## src/rtl/bitc_pkg.sv

```systemverilog
// Shared types and constants for the beat-grid drawing blocks.
package bitc_pkg;

  typedef enum logic [1:0] {
    IDLE  = 2'd0,
    LATCH = 2'd1,
    DRAW  = 2'd2,
    DONE  = 2'd3
  } draw_state_t;

  localparam logic [2:0] C_BLACK = 3'b000;
  localparam logic [2:0] C_BLUE  = 3'b001;
  localparam logic [2:0] C_GREEN = 3'b010;
  localparam logic [2:0] C_RED   = 3'b100;
  localparam logic [2:0] C_WHITE = 3'b111;

  localparam int GRID_COLS = 16;
  localparam int GRID_ROWS = 4;

  // Cell colour priority: playhead beats selection, selection beats plain notes.
  function automatic logic [2:0] cell_colour(input logic on, input logic playhead,
                                             input logic selected);
    logic [2:0] c;
    if (playhead && on) begin
      c = C_WHITE;
    end else if (playhead) begin
      c = C_BLUE;
    end else if (selected && on) begin
      c = C_RED;
    end else if (on) begin
      c = C_GREEN;
    end else begin
      c = C_BLACK;
    end
    return c;
  endfunction

endpackage

```

## src/rtl/grid_pixel_scanner.sv

```systemverilog
// Nested px/py/col/track counters walking one grid frame, one pixel per step.
module grid_pixel_scanner
  import bitc_pkg::*;
#(
  parameter int CELL_W = 8,
  parameter int CELL_H = 6
) (
  input  logic       clk,
  input  logic       reset,
  input  logic       clear,
  input  logic       step,
  output logic [7:0] px,
  output logic [6:0] py,
  output logic [3:0] col,
  output logic [1:0] track,
  output logic       last
);

  logic at_end;

  assign at_end = (px == 8'(CELL_W - 1)) && (py == 7'(CELL_H - 1)) &&
                  (col == 4'(GRID_COLS - 1)) && (track == 2'(GRID_ROWS - 1));
  assign last   = step & at_end;

  // px is innermost; each wrap carries into the next counter out
  always_ff @(posedge clk or posedge reset) begin
    if (reset) begin
      px    <= 8'd0;
      py    <= 7'd0;
      col   <= 4'd0;
      track <= 2'd0;
    end else if (clear) begin
      px    <= 8'd0;
      py    <= 7'd0;
      col   <= 4'd0;
      track <= 2'd0;
    end else if (step) begin
      if (px == 8'(CELL_W - 1)) begin
        px <= 8'd0;
        if (py == 7'(CELL_H - 1)) begin
          py <= 7'd0;
          if (col == 4'(GRID_COLS - 1)) begin
            col   <= 4'd0;
            track <= track + 2'd1;
          end else begin
            col <= col + 4'd1;
          end
        end else begin
          py <= py + 7'd1;
        end
      end else begin
        px <= px + 8'd1;
      end
    end
  end

endmodule

```

## src/rtl/grid_draw_ctrl.sv

```systemverilog
// Redraws the 16x4 note grid into the framebuffer on start (and on beat_tick
// when GRID_PLAYHEAD_EN is defined, which also enables playhead colouring).
module grid_draw_ctrl
  import bitc_pkg::*;
#(
  parameter logic [7:0] X0     = 8'd16,
  parameter logic [6:0] Y0     = 7'd30,
  parameter int         CELL_W = 8,
  parameter int         CELL_H = 6
) (
  input  logic        clk,
  input  logic        reset,
  input  logic        start,
  input  logic        beat_tick,
  input  logic [15:0] pattern0,
  input  logic [15:0] pattern1,
  input  logic [15:0] pattern2,
  input  logic [15:0] pattern3,
  input  logic [3:0]  sel_track,
  output logic [7:0]  x,
  output logic [6:0]  y,
  output logic [2:0]  colour,
  output logic        plot,
  output logic [3:0]  beat,
  output logic        busy,
  output logic        done
);

`ifdef GRID_PLAYHEAD_EN
  localparam logic PLAYHEAD_ON = 1'b1;
`else
  localparam logic PLAYHEAD_ON = 1'b0;
`endif

  draw_state_t      state, next_state;
  logic             trigger, pending, last_seen;
  logic             scan_clear, scan_step, scan_last, draw_pix;
  logic [3:0][15:0] sh_pat;
  logic [3:0]       sh_sel, sh_beat;
  logic [7:0]       px, x_next;
  logic [6:0]       py, y_next;
  logic [3:0]       col;
  logic [1:0]       track;
  logic [2:0]       pix_colour;
  logic             on, playhead, gap;

  assign trigger = start | (beat_tick & PLAYHEAD_ON);

  grid_pixel_scanner #(.CELL_W(CELL_W), .CELL_H(CELL_H)) u_scan (
    .clk   (clk),
    .reset (reset),
    .clear (scan_clear),
    .step  (scan_step),
    .px    (px),
    .py    (py),
    .col   (col),
    .track (track),
    .last  (scan_last)
  );

  always_ff @(posedge clk or posedge reset) begin
    if (reset) begin
      state <= IDLE;
    end else begin
      state <= next_state;
    end
  end

  // DRAW holds one cycle past the final step so the registered last pixel stays inside DRAW
  always_comb begin
    next_state = state;
    scan_clear = 1'b0;
    scan_step  = 1'b0;
    case (state)
      IDLE: begin
        if (trigger) next_state = LATCH;
        else         next_state = IDLE;
      end
      LATCH: begin
        scan_clear = 1'b1;
        next_state = DRAW;
      end
      DRAW: begin
        scan_step = ~last_seen;
        if (last_seen) next_state = DONE;
        else           next_state = DRAW;
      end
      DONE: begin
        if (pending || trigger) next_state = LATCH;
        else                    next_state = IDLE;
      end
      default: next_state = IDLE;
    endcase
  end

  assign draw_pix = (state == DRAW) && !last_seen;

  always_ff @(posedge clk or posedge reset) begin
    if (reset) begin
      beat      <= 4'd0;
      pending   <= 1'b0;
      last_seen <= 1'b0;
    end else begin
      if (beat_tick) beat <= beat + 4'd1;
      if (next_state == LATCH && state != LATCH) pending <= 1'b0;
      else if (trigger && state != IDLE)          pending <= 1'b1;
      if (state == LATCH)  last_seen <= 1'b0;
      else if (scan_last)  last_seen <= 1'b1;
    end
  end

  always_ff @(posedge clk or posedge reset) begin
    if (reset) begin
      sh_pat  <= '0;
      sh_sel  <= 4'd0;
      sh_beat <= 4'd0;
    end else if (state == LATCH) begin
      sh_pat  <= {pattern3, pattern2, pattern1, pattern0};
      sh_sel  <= sel_track;
      sh_beat <= beat;
    end
  end

  always_comb begin
    on         = sh_pat[track][col];
    playhead   = PLAYHEAD_ON & (col == sh_beat);
    gap        = (px == 8'(CELL_W - 1)) || (py == 7'(CELL_H - 1));
    x_next     = 8'(32'(X0) + 32'(col) * 32'(CELL_W) + 32'(px));
    y_next     = 7'(32'(Y0) + 32'(track) * 32'(CELL_H) + 32'(py));
    if (gap) begin
      pix_colour = C_BLACK;
    end else begin
      pix_colour = cell_colour(on, playhead, sh_sel[track]);
    end
  end

  always_ff @(posedge clk or posedge reset) begin
    if (reset) begin
      x      <= 8'd0;
      y      <= 7'd0;
      colour <= 3'd0;
      plot   <= 1'b0;
      busy   <= 1'b0;
      done   <= 1'b0;
    end else begin
      plot <= draw_pix;
      busy <= (next_state == LATCH) || (next_state == DRAW);
      done <= (next_state == DONE);
      if (draw_pix) begin
        x      <= x_next;
        y      <= y_next;
        colour <= pix_colour;
      end
    end
  end

endmodule

```

## config.mk

```make
export PLATFORM = sky130hd
export DESIGN_NAME = grid_draw_ctrl
export DESIGN_NICKNAME = d
export VERILOG_FILES = /design/src/rtl/bitc_pkg.sv /design/src/rtl/grid_pixel_scanner.sv /design/src/rtl/grid_draw_ctrl.sv
export SDC_FILE = /design/constraint.sdc
export NUM_CORES = 1
export LEC_CHECK = 0
export ABC_AREA = 1
export ABC_CLOCK_PERIOD_IN_PS = 3000
export BUFFER_PORTS_ARGS = -buffer_cell sky130_fd_sc_hd__buf_2
export CAP_MARGIN = 40
export CORE_ASPECT_RATIO = 0.9
export CORE_MARGIN = 4
export CORE_UTILIZATION = 35
export DETAILED_ROUTE_END_ITERATION = 8
export PLACE_DENSITY = 0.66
export SETUP_SLACK_MARGIN = 0.5
export SLEW_MARGIN = 20
export SYNTH_ARGS = -nofsm -noshare
export SYNTH_HDL_FRONTEND = slang
export SYNTH_HIERARCHICAL = 1
export SYNTH_SLANG_ARGS = --single-unit
```

## constraint.sdc

```tcl
create_clock -name clk -period 3 [get_ports clk]
set_input_delay 0.6 -clock clk [delete_from_list [all_inputs] [get_ports clk]]
set_output_delay 0.6 -clock clk [all_outputs]
set_load 0.005 [all_outputs]
```

======== Word level (Yosys, flattened, before mapping) ========
Index checks and enable logic that the tools add are counted.
cells by class
  $add $sub $neg .......................... 9
  multipliers ............................. 1
  magnitude comparators ................... 2
  eq/ne operators ......................... 11
  mux-type cells .......................... 36
  bitwise gates (word level) .............. 2
  reductions and logical operators ........ 22
operators by type and width
  operator             count
  $bmux 16 s2          1
  $mux 7               4
  $mux 8               3
  $mux 4               5
  $mux 16              1
  $reduce_bool 2->1    7
  $mux 2               6
  $mux 1               11
  $eq 2x2->1 const B   5
  $add 4x1->4 const B  2
  $add 5x7->8 const A  1
  $add 8x1->8 const B  1
  $add 8x8->8          1
  $eq 8x3->1 const B   1
  $pmux 2 s4           1
  $add 6x7->7          1
  $add 7x1->7 const B  1
  $eq 7x3->1 const B   1
  $logic_and 1x1->1    7
  $add 5x5->6 const A  1
  $mux 3               2
  $lt 4x5->1 const B   1
  $bmux 1 s4           1
  $eq 2x1->1 const B   2
  other kinds (14)     16
storage, ports and cells
  register bits after elaboration ......... 118
  input bits .............................. 72
  logic and storage cells ................. 102

======== Depth between registers and ports, before layout ========
Gate-level depths: netlist of run 1.
  word-level depth ........................ 7
  gate-level depth with buffers ........... 13
  gate-level depth less buffers ........... 11

======== Cells and area by module ========
The synthesis of run 1 kept the hierarchy.
by module, submodules not included
  module              instances  cells an instance  area each (um2)  seq. area each (um2)
  grid_draw_ctrl      1          616                4844.6           2402.3
  grid_pixel_scanner  1          178                1283.7           525.5

======== Least setup slack after synthesis of run 1 ========
No wires, ideal clock.
  kind .................................... reg2reg
  from .................................... reg u_scan.track[0]
  to ...................................... reg y[6]
  library setup time ...................... 83 ps
  arrival time ............................ 2276 ps
  required time ........................... 2917 ps
  slack ................................... 641 ps
  stages on the path, launching flop included .. 13
  period minus slack after synthesis ...... 2359 ps
  path through ............................ dfrtp_1 buf_6 inv_8 buf_6 ha_1 ha_1 inv_1 ha_1 fa_1 nand3_1 nand2_1 xor2_1 o21ai_0
between the ends
  cells in the longest elaborated chain, start to end .. 3
RTL lines
  item                    line                      RTL
  from (decl)             grid_pixel_scanner.sv:15  output logic [1:0] track,
  from (signal assigned)  grid_pixel_scanner.sv:44  track <= track + 2'd1;
  $mul 2x2->4             grid_draw_ctrl.sv:129     y_next = 7'(32'(Y0) + 32'(track) * 32'(CELL_H) + 32'(py));
  $add 5x5->6             grid_draw_ctrl.sv:129
  $add 6x7->7             grid_draw_ctrl.sv:129
  to (signal assigned)    grid_draw_ctrl.sv:151     y <= y_next;
  to (decl)               grid_draw_ctrl.sv:21      output logic [6:0] y,
Every way passes these cells.
A chain may end at the register's enable or synchronous reset.

======== Final worst setup path of run 1 ========
Same ends and word-level chain as after synthesis.

==> results of run 1 <==
-- layout by cell type, fill, tap and decap left out, types with 2 or more instances in the layout --
master / instances
nand2_2: 2
xnor2_1: 3
nand2_1: 384
buf_2: 95
bufinv_16: 4
dfrtp_1: 116
clkinvlp_4: 7
clkinv_4: 2
a21oi_1: 9
inv_1: 52
xor2_1: 7
nand4_1: 9
nor4_1: 2
nor2_1: 28
fa_1: 2
clkbuf_16: 17
ha_1: 28
nor3_1: 4
o21bai_1: 2
buf_4: 11
inv_2: 4
inv_6: 3
o21ai_0: 15
nand3_1: 79
o21ai_1: 2
-- kinds of logic after synthesis --
logic type               after synthesis
other                                  1
adder cells (fa/ha/maj)               31
buffers and inverters                 91
flip-flops                           117
AND/OR/NAND/NOR                      511
multiplexers                           1
AO/OA/AOI/OAI                         32
XOR/XNOR                              10
-- sequential cells by signal (all words and copies together), names as in the netlist --
name	count
beat	4
busy	1
colour	2
done	1
last_seen	1
pending	1
plot	1
sh_pat	64
sh_sel	4
state	2
u_scan/col	4
u_scan/px	8
u_scan/py	7
u_scan/track	2
x	8
y	7
-- through the flow --
step / utilization / hold WS [ns] / worst slack (ns)
after CTS: 0.437 / 0.157 / 0.669
after detailed placement: 0.400 / 0.458 / 0.677
after global routing: 0.438 / 0.172 / 0.507
after floorplan: - / 0.442 / 0.641
after global placement: 0.399 / 0.456 / 0.727
final: 0.438 / 0.168 / 0.701
-- worst max-delay path, cell delays in order (launching register included) --
cell and delay [ns]:
dfrtp_2 0.44, clkinv_8 0.12, ha_1 0.31, ha_1 0.27, inv_1 0.04, ha_1 0.22
fa_1 0.41, nand3_1 0.09, nand2_1 0.06, xor2_1 0.13, o21ai_0 0.13
-- synthesized netlist by cell type (2+ instances only) --
cell type,n
a21oi_1,9
buf_2,6
buf_4,2
buf_6,11
clkbuf_1,12
dfrtp_1,117
fa_1,2
ha_1,29
inv_1,53
inv_2,4
nand2_1,384
nand2_2,2
nand3_1,79
nand4_1,9
nor2_1,28
nor3_1,4
nor4_1,2
o21ai_0,15
o21ai_1,2
o21bai_1,2
xnor2_1,3
xor2_1,7
-- cell type report --
cell class | count | share of cell area
Timing Repair inverter | 1 | 0.00118
Sequential cell | 117 | 0.393
Inverter | 59 | 0.0319
Multi-Input combinational cell | 586 | 0.370
Clock inverter | 15 | 0.0275
Timing Repair Buffer | 108 | 0.0796
Tap cell | 235 | 0.0395
Clock buffer | 17 | 0.0571
-- what timing repair did --
item                       in CTS  in global routing
buffers inserted                0                  1
setup endpoints to repair       0                  1
gates resized for setup         0                  2
-- routing by layer --
metal | up-vias | wire length (um) | GRT usage | share of wire
met4 | 0 | 151 | 0.0481 | 0.010
met3 | 11 | 977 | 0.0412 | 0.065
met1 | 2470 | 7510 | 0.235 | 0.50
li1 | 2687 | - | - | -
met5 | - | 0 | 0 | 0
met2 | 158 | 6490 | 0.232 | 0.43
-- final timing paths --
kind,end,slack [ns],cells after the start
max in group asynchronous,sh_pat[21],2.24,3
worst min-delay path,pending,0.17,2
worst max register to register,y[6],0.70,10
min in group clk,sh_pat[15],0.38,3
worst min register to register,sh_pat[1],0.47,2
worst max-delay path,y[6],0.70,10
-- power by group through the flow --
stage	clock, mW	sequential [mW]	combinational [mW]
CTS	2.18	2.74	3.08
detailed placement	0	2.76	3.06
floorplan	0	2.63	2.32
global route	2.27	2.83	3.60
global placement	0	2.75	2.99
finish	2.15	2.75	3.07
==> flow_summary.yaml, run 1 <==
grt:
  grt_max_degree: 62
  grt.total_usage: 0.160
  first_global_vias: 5114
  antenna_found_initial: 0
  grt_overflow_total: 0
  grt_pass1_wl_um: 25300
cells_and_area:
  area.growth.synth_to_final_pct: 21.6
  drive_above_1_share: 0.171
  stdcell_area_um2: 7450
  fillers: 1759
  multiInputGateArea_um2: 2760
  fin_nets: 993
  fin_cells: 1138
  register_area_um2: 2930
  n_antenna_cell: 0
critical_path:
  crit_type: "reg -> reg"
  cp-end-kind: "flip-flop"
  critPathLaunch: "u_scan/track[0]"
  critPathRequiredTime_ns: 3.33
  cp_max_fo: 18
  rr_startpoint: "u_scan/track[0]"
  critical_path_arrival_ns: 2.63
  cp-start-kind: "flip-flop"
power:
  vdd_drop_max_mv: 0.530
  total_power_mw: 7.96
  internal-power_mw: 4.77
  power_frac_comb: 0.386
  switchingPower_mw: 3.19
  switching_share: 0.401
  pwr-share-clk: 0.270
  cellPowerDensity_nw_per_um2: 1070
  seqPwrFrac: 0.345
  p_leak_nw: 3.97
floorplan:
  dieWidth_um: 147
  fp-row-count: 45
  core_um2: 17000
  dieArea_um2: 19700
  start_util: 0.360
  pin_count: 97
  dieHeight_um: 134
synth:
  syn_nets: 897
  synth_area_um2: 6130
  ys_async_sr_fraction: 1.00
  synthFlopType: "dfrtp_1"
  muxShareOfSynthArea: 0.00184
  synth-seq-area-share: 0.478
  yosys.area_share.simple: 0.338
  yosysUniqueCellTypes: 34
  synthAdderAreaFrac: 0.0657
  synth_compound_area_frac: 0.0290
  synth_area_per_cell_um2: 7.72
  netlist_instances: 794
  synth_seq_cells: 117
  netlist.area_leader.share: 0.478
  yosys.area_share.xor_xnor: 0.0143
  synth_edf_count: 0
  synth_area_leaders: "dfrtp_1 (48%), nand2_1 (24%), nand3_1 (6.5%)"
  synth_top_family_by_area: "simple AND/OR/NAND/NOR gates"
  yosysWarningCount: 6
  yosys.area.top_type: "dfrtp_1"
flow_run:
  cap_violations: 0
cts:
  cts.path.max_buffers: 2
  cts_buffers: 17
  hold_buffers: 0
  htreeDepth: 4
  cts_tree: "done"
  clk_latency_ns: 0.41
  cts-root-buf: "clkbuf_16"
  clkSinkCount: 117
  clkTransAtPathRegs_ns: 0.06
drt:
  routed_wl_um: 15100
  drt-initial-drc-count: 369
  drtPass1Iterations: 4
  drc: 0
  vias: 5326
  wl_per_cell_um: 13.3
  vias_per_cell: 4.68
  ant_nets: 0
sta:
  worstMarginPinSlew_ns: 0.620
  skew_ns: 0.00618
  fin_setup_tns_ns: 0
  worst_slew_margin_rel: 0.586
  timing.final.crit_share: 0.766
  rsz0062_at_grt: "no"
  max_freq_mhz: 435
  hold_viol: 0
  setup_viol: 0
  fin_crit_ns: 2.30
  slew_violations: 0
hold_path:
  min_path_type: "in -> async"
placed_design:
  io_buffer_count: 95
  dp_cells: 1104
  place_hpwl_um: 11100
  gp_congestion: 0.901
  place_area_um2: 6800
status:
  status: "complete, no violations"
Note: power is estimated with default switching activity, not from simulation.
==> run 2: changes to the inputs <==
--- a/config.mk
+++ b/config.mk
@@ -5,15 +5,15 @@
 export SDC_FILE = /design/constraint.sdc
 export NUM_CORES = 1
 export LEC_CHECK = 0
-export ABC_AREA = 1
-export ABC_CLOCK_PERIOD_IN_PS = 3000
+export ABC_AREA = 0
+export ABC_CLOCK_PERIOD_IN_PS = 2200
 export BUFFER_PORTS_ARGS = -buffer_cell sky130_fd_sc_hd__buf_2
 export CAP_MARGIN = 40
 export CORE_ASPECT_RATIO = 0.9
 export CORE_MARGIN = 4
 export CORE_UTILIZATION = 35
 export DETAILED_ROUTE_END_ITERATION = 8
-export PLACE_DENSITY = 0.66
+export PLACE_DENSITY = 0.64
 export SETUP_SLACK_MARGIN = 0.5
 export SLEW_MARGIN = 20
 export SYNTH_ARGS = -nofsm -noshare
==> constraint.sdc (replaced) <==
create_clock -name clk -period 2.2 [get_ports clk]
set_input_delay 0.44 -clock clk [delete_from_list [all_inputs] [get_ports clk]]
set_output_delay 0.44 -clock clk [all_outputs]
set_load 0.005 [all_outputs]
==> run 2 against run 1 <==
Against the previous run:
- first-iteration DRC count decreased by 28%
- sequential power rose by 30%
- clock skew rose by 0.0053 ns
- maximum frequency increased by 8.1%
- die area decreased by 3.5%
- total power rose by 14%
- critical path depth shrank 2
- wire length is 2.2% lower
- via count is 18% lower
- sequential share of layout area down 2.3 points
- largest power group is now sequential cells
==> flow_summary.yaml, run 2 <==
status:
  status: "complete, no violations"
cts:
  clkSinkCount: 117
  clk_latency_ns: 0.41
  clkTransAtPathRegs_ns: 0.06
  cts.path.max_buffers: 2
  cts_buffers: 17
  cts_tree: "done"
  hold_buffers: 0
  cts-root-buf: "clkbuf_16"
  htreeDepth: 4
synth:
  synth_most_common_cell: "dfrtp_1"
  netlist_instances: 510
  synth_area_leaders: "dfrtp_1 (50%), mux2_2 (13%), ha_1 (6.1%)"
  yosys.area.top_type: "dfrtp_1"
  synth_edf_count: 0
  synth_common_cells: "dfrtp_1 (117), mux2_2 (69), nand2_1 (55)"
  yosys.area_share.simple: 0.104
  ys_async_sr_fraction: 1.00
  synth_seq_cells: 117
  yosys.area_share.xor_xnor: 0.0237
  synth_area_per_cell_um2: 11.6
  yosysUniqueCellTypes: 54
  synth-seq-area-share: 0.496
  synth_top_family_by_area: "multiplexers"
  syn_nets: 613
  muxShareOfSynthArea: 0.193
  synth_compound_area_frac: 0.0697
  yosysWarningCount: 6
  synthAdderAreaFrac: 0.0683
  synth_area_um2: 5900
  netlist.area_leader.share: 0.496
  synthFlopType: "dfrtp_1"
cells_and_area:
  fin_nets: 764
  top_regs: "sh_pat x64, u_scan/px x8, x x8"
  area.growth.synth_to_final_pct: 34.5
  fin_cells: 881
  top_register: "sh_pat"
  final_common_cell: "dfrtp_1"
  n_antenna_cell: 0
  largest_reg_flops: 64
  drive_above_1_share: 0.469
  final_cell_mix: "dfrtp_1 (108), buf_2 (95), mux2_2 (69)"
drt:
  ant_nets: 0
  drtPass1Iterations: 4
  drt-initial-drc-count: 265
  routed_wl_um: 14800
  vias: 4355
  vias_per_cell: 4.94
  drc: 0
  wl_per_cell_um: 16.8
sta:
  worstMarginPinSlew_ns: 0.681
  max_freq_mhz: 470
  hold_viol: 0
  skew_ns: 0.0114
  setup_viol: 0
  fin_setup_tns_ns: 0
  worst_slew_margin_rel: 0.545
  slew_violations: 0
  fin_crit_ns: 2.13
  rsz0062_at_grt: "yes"
  timing.final.crit_share: 0.967
placed_design:
  place_hpwl_um: 10200
  io_buffer_count: 95
  gp_congestion: 0.865
  dp_cells: 810
critical_path:
  ff2ff_setup_slack_ns: 0.07
  cp-start-kind: "flip-flop"
  worstRegToRegCells: 8
  rr_startpoint: "u_scan/track[1]"
  cp-end-kind: "flip-flop"
  cp_max_fo: 4
  critical_path_arrival_ns: 2.39
  critPathRequiredTime_ns: 2.46
  crit_type: "reg -> reg"
  worstReg2RegEnd: "colour[2]"
grt:
  grt.total_usage: 0.157
  grt_max_degree: 47
  grt_pass1_wl_um: 23500
  first_global_vias: 4588
  grt_overflow_total: 0
  antenna_found_initial: 0
power:
  internal-power_mw: 6.23
  switching_share: 0.316
  seqPwrFrac: 0.393
  vdd_drop_max_mv: 0.734
  p_leak_nw: 3.55
  cellPowerDensity_nw_per_um2: 1150
  power_frac_comb: 0.332
  pwr-share-clk: 0.276
  total_power_mw: 9.11
  switchingPower_mw: 2.88
floorplan:
  dieArea_um2: 19000
  dieHeight_um: 131
  fp-row-count: 44
  dieWidth_um: 145
  pin_count: 97
  start_util: 0.361
  core_um2: 16400
hold_path:
  min_path_type: "in -> async"
flow_run:
  cap_violations: 0
run 2: cell types whose count changed after synthesis, sizes merged, moves of 9 or more:
cell   previous run  this run
inv              58        33
buf              20         7
nand2           386        55
nand3            80        12
nor2             28        17
mux2              1        69
or3               0         9
a21oi             9        22
mux2i             0        34
run 2: layout make-up:
cell class                      count  area, um^2
Fill cell                        1459        8410
Timing Repair Buffer              153        1050
Tap cell                          207         259
Multi-Input combinational cell    338        3000
Inverter                           34         146
Clock buffer                       24         492
Sequential cell                   117        2940
Clock inverter                      8        50.0
run 2: power by group through the flow:
stage	clock, mW	sequential (mW)	combinational [mW]
after floorplan	0	3.43	1.94
after global placement	0	3.55	2.55
after detailed placement	0	3.57	2.65
after CTS	2.55	3.56	2.84
after global routing	2.67	3.69	3.33
final	2.51	3.58	3.02
run 2: timing repair:
action / CTS / global route
resized for setup: 26 / 31
setup buffers: 15 / 23
gates cloned: 1 / 0
setup endpoints to repair: 87 / 29
pin swaps: 9 / 18
run 2: metrics by stage:
| step | utilization | hold slack, ns | instance area [um^2] | setup slack [ns] |
|---|---|---|---|---|
| finish | 0.485 | 0.0880 | 7940 | 0.0727 |
| global route | 0.485 | 0.121 | 7940 | 0.0214 |
| CTS | 0.466 | 0.0873 | 7630 | 0.0652 |
| detailed placement | 0.415 | 0.460 | 6790 | -0.0100 |
| global placement | 0.415 | 0.454 | 6790 | 0.0800 |
| floorplan | - | 0.416 | 6040 | -0.225 |
run 2: kinds of logic after synthesis:
kind of cell	Yosys count
compound gates	63
xor+xnor	16
fa+ha+maj	31
buf+inv	55
flops	117
mux	104
other cells	1
simple gates	123
run 2: worst max-delay path by stage:
| stage | startpoint | endpoint | slack [ns] | cells after the start |
|---|---|---|---|---|
| 6_report | u_scan/track[1] | colour[2] | 0.07 | 8 |
| 5_1_grt | u_scan/track[0] | y[6] | 0.02 | 10 |
| 4_1_cts | u_scan/track[0] | y[6] | 0.07 | 10 |
| 3_5_place_dp | u_scan/track[0] | colour[1] | -0.01 | 8 |
| 3_3_place_gp | u_scan/track[0] | y[6] | 0.08 | 10 |
| 2_1_floorplan | u_scan/track[0] | y[6] | -0.23 | 12 |
run 2: critical path, stage by stage (launching register included):
cell and delay (ns):
dfrtp_1 0.41, buf_6 0.14, buf_4 0.13, nor2_1 0.30, a22o_1 0.23, a31oi_1 0.06, a22o_2 0.25, a311oi_2 0.31
o221ai_1 0.15
run 2: per-layer routing:
layer	track usage	up-vias	wire (um)
li1	-	2086	-
met1	0.216	2158	6940
met2	0.234	99	6890
met3	0.0560	12	813
met4	0.0451	0	160
met5	0	-	0
==> run 3: changes to the inputs <==
--- a/config.mk
+++ b/config.mk
@@ -11,9 +11,9 @@
 export CAP_MARGIN = 40
 export CORE_ASPECT_RATIO = 0.9
 export CORE_MARGIN = 4
-export CORE_UTILIZATION = 35
+export CORE_UTILIZATION = 57
 export DETAILED_ROUTE_END_ITERATION = 8
-export PLACE_DENSITY = 0.64
+export PLACE_DENSITY = 0.91
 export SETUP_SLACK_MARGIN = 0.5
 export SLEW_MARGIN = 20
 export SYNTH_ARGS = -nofsm -noshare
==> run 3 against run 2 <==
Against the previous run:
- the run now ends with negative setup slack left
- maximum frequency is 8.0% lower
- highest routed layer unchanged
- first-iteration DRC count rose to 2.5 times the previous value
- final area shrank 0.88%
- worst hold slack worse by 0.0073 ns
- register-to-register slack lost 0.18 ns
- critical path depth is 2 lower
==> flow_summary.yaml, run 3 (synthesis gave the netlist of run 2 again) <==
cells_and_area:
  stdcell_area_um2: 7870
  fin_nets: 746
  fillers: 484
  register_area_um2: 2940
  n_antenna_cell: 0
  top_regs: "sh_pat x64, u_scan/px x8, x x8"
  multiInputGateArea_um2: 3020
  final_common_cell: "dfrtp_1"
  top_register: "sh_pat"
  area.growth.synth_to_final_pct: 33.3
  final_cell_mix: "dfrtp_1 (106), buf_2 (95), mux2_2 (69)"
  largest_reg_flops: 64
  drive_above_1_share: 0.465
drt:
  drc: 0
  vias_per_cell: 6.45
  wl_per_cell_um: 24.4
  ant_nets: 0
  drt-initial-drc-count: 668
  vias: 5043
  drtPass1Iterations: 5
  routed_wl_um: 19100
critical_path:
  cp_max_fo: 11
  worstRegToRegCells: 6
  cp-start-kind: "flip-flop"
  crit_type: "reg -> reg"
  critPathRequiredTime_ns: 2.49
  critical_path_arrival_ns: 2.60
  ff2ff_setup_slack_ns: -0.11
  cp-end-kind: "flip-flop"
power:
  p_leak_nw: 3.51
  power_frac_comb: 0.332
  vdd_drop_max_mv: 1.12
  switching_share: 0.332
  seqPwrFrac: 0.369
  cellPowerDensity_nw_per_um2: 1270
  switchingPower_mw: 3.32
  pwr-share-clk: 0.300
  internal-power_mw: 6.68
  total_power_mw: 10.0
sta:
  timing.final.crit_share: 1.05
  worstMarginPinSlew_ns: 0.592
  max_freq_mhz: 432
  skew_ns: 0.0106
  fin_crit_ns: 2.31
  setup_viol: 5
  worst_slew_margin_rel: 0.600
  holdWs_ns: 0.0807
  hold_viol: 0
  slew_violations: 0
  rsz0062_at_grt: "yes"
  layout_setup_ws_ns: -0.112
hold_path:
  min_path_type: "in -> async"
flow_run:
  cap_violations: 0
cts:
  cts_buffers: 17
  cts_tree: "done"
  hold_buffers: 0
  clkTransAtPathRegs_ns: 0.06
  cts-root-buf: "clkbuf_16"
  clk_latency_ns: 0.42
  clkSinkCount: 117
  htreeDepth: 4
  cts.path.max_buffers: 2
grt:
  grt.busiest_layer: "met2"
  antenna_found_initial: 0
  first_global_vias: 5050
  grt.total_usage: 0.293
  grt_pass1_wl_um: 26900
  use_met1: 0.338
  use_met3: 0.0769
  grtUsageMet2: 0.500
  grt_max_degree: 47
  grt_overflow_total: 0
status:
  status: "finished, violations left"
  violations: "negative setup slack"
placed_design:
  place_area_um2: 6670
  gp_congestion: 0.822
  io_buffer_count: 95
  place_hpwl_um: 9600
floorplan:
  dieArea_um2: 12000
  core_um2: 9870
  dieHeight_um: 105
  start_util: 0.598
  pin_count: 97
  dieWidth_um: 115
  fp-row-count: 34
run 3: metal layers:
| metal | routed length [um] | part of all wire | vias up |
|---|---|---|---|
| li1 | - | - | 2057 |
| met1 | 6340 | 0.33 | 2451 |
| met2 | 9470 | 0.50 | 409 |
| met3 | 1840 | 0.097 | 126 |
| met4 | 1420 | 0.074 | 0 |
| met5 | 0 | 0 | - |
run 3: layout make-up:
class,instances,share of cell area
inverter,34,0.0194
tap,126,0.0200
multi-input combinational,338,0.384
sequential,117,0.374
timing repair buffer,135,0.122
clock buffer,20,0.0580
clock inverter,12,0.0224
run 3: path summary, 6_finish.rpt:
check | startpoint | to
max in group asynchronous | reset | sh_pat[28]
worst min register to register | beat[3] | beat[3]
min in group clk | pattern2[0] | sh_pat[32]
worst max-delay path | u_scan/py[0] | u_scan/col[2]
worst min-delay path | reset | u_scan/py[1]
worst max register to register | u_scan/py[0] | u_scan/col[2]
run 3: critical path: stages (launching register included):
cell and delay, ns:
dfrtp_1 0.50, ha_1 0.19, nor4bb_1 0.55, nand4_1 0.23
buf_4 0.23, o21ai_0 0.34, a21oi_1 0.13
run 3: per-stage QoR:
step	TNS, ns	worst slack, ns	utilization	instances
4_1_cts	0	0.0356	0.778	775
5_1_grt	-0.549	-0.111	0.797	782
3_3_place_gp	0	0.0867	0.675	724
3_5_place_dp	0	0.0258	0.675	724
2_1_floorplan	-0.225	-0.225	-	510
6_report	-0.395	-0.112	0.797	782
run 3: what timing repair did:
| action | in CTS | in global routing |
|---|---|---|
| pin swaps | 8 | 12 |
| hold endpoints to repair | 0 | 0 |
| buffers inserted | 17 | 6 |
| cloned | 2 | 1 |
| setup endpoints to repair | 81 | 26 |
| gates resized for setup | 37 | 30 |
run 3: power groups by stage:
stage	clock, mW	combinational (mW)	sequential (mW)
finish	3.00	3.32	3.69
global route	3.10	3.55	3.73
CTS	2.98	2.99	3.59
detailed placement	0	2.57	3.60
global placement	0	2.41	3.52
floorplan	0	1.94	3.43
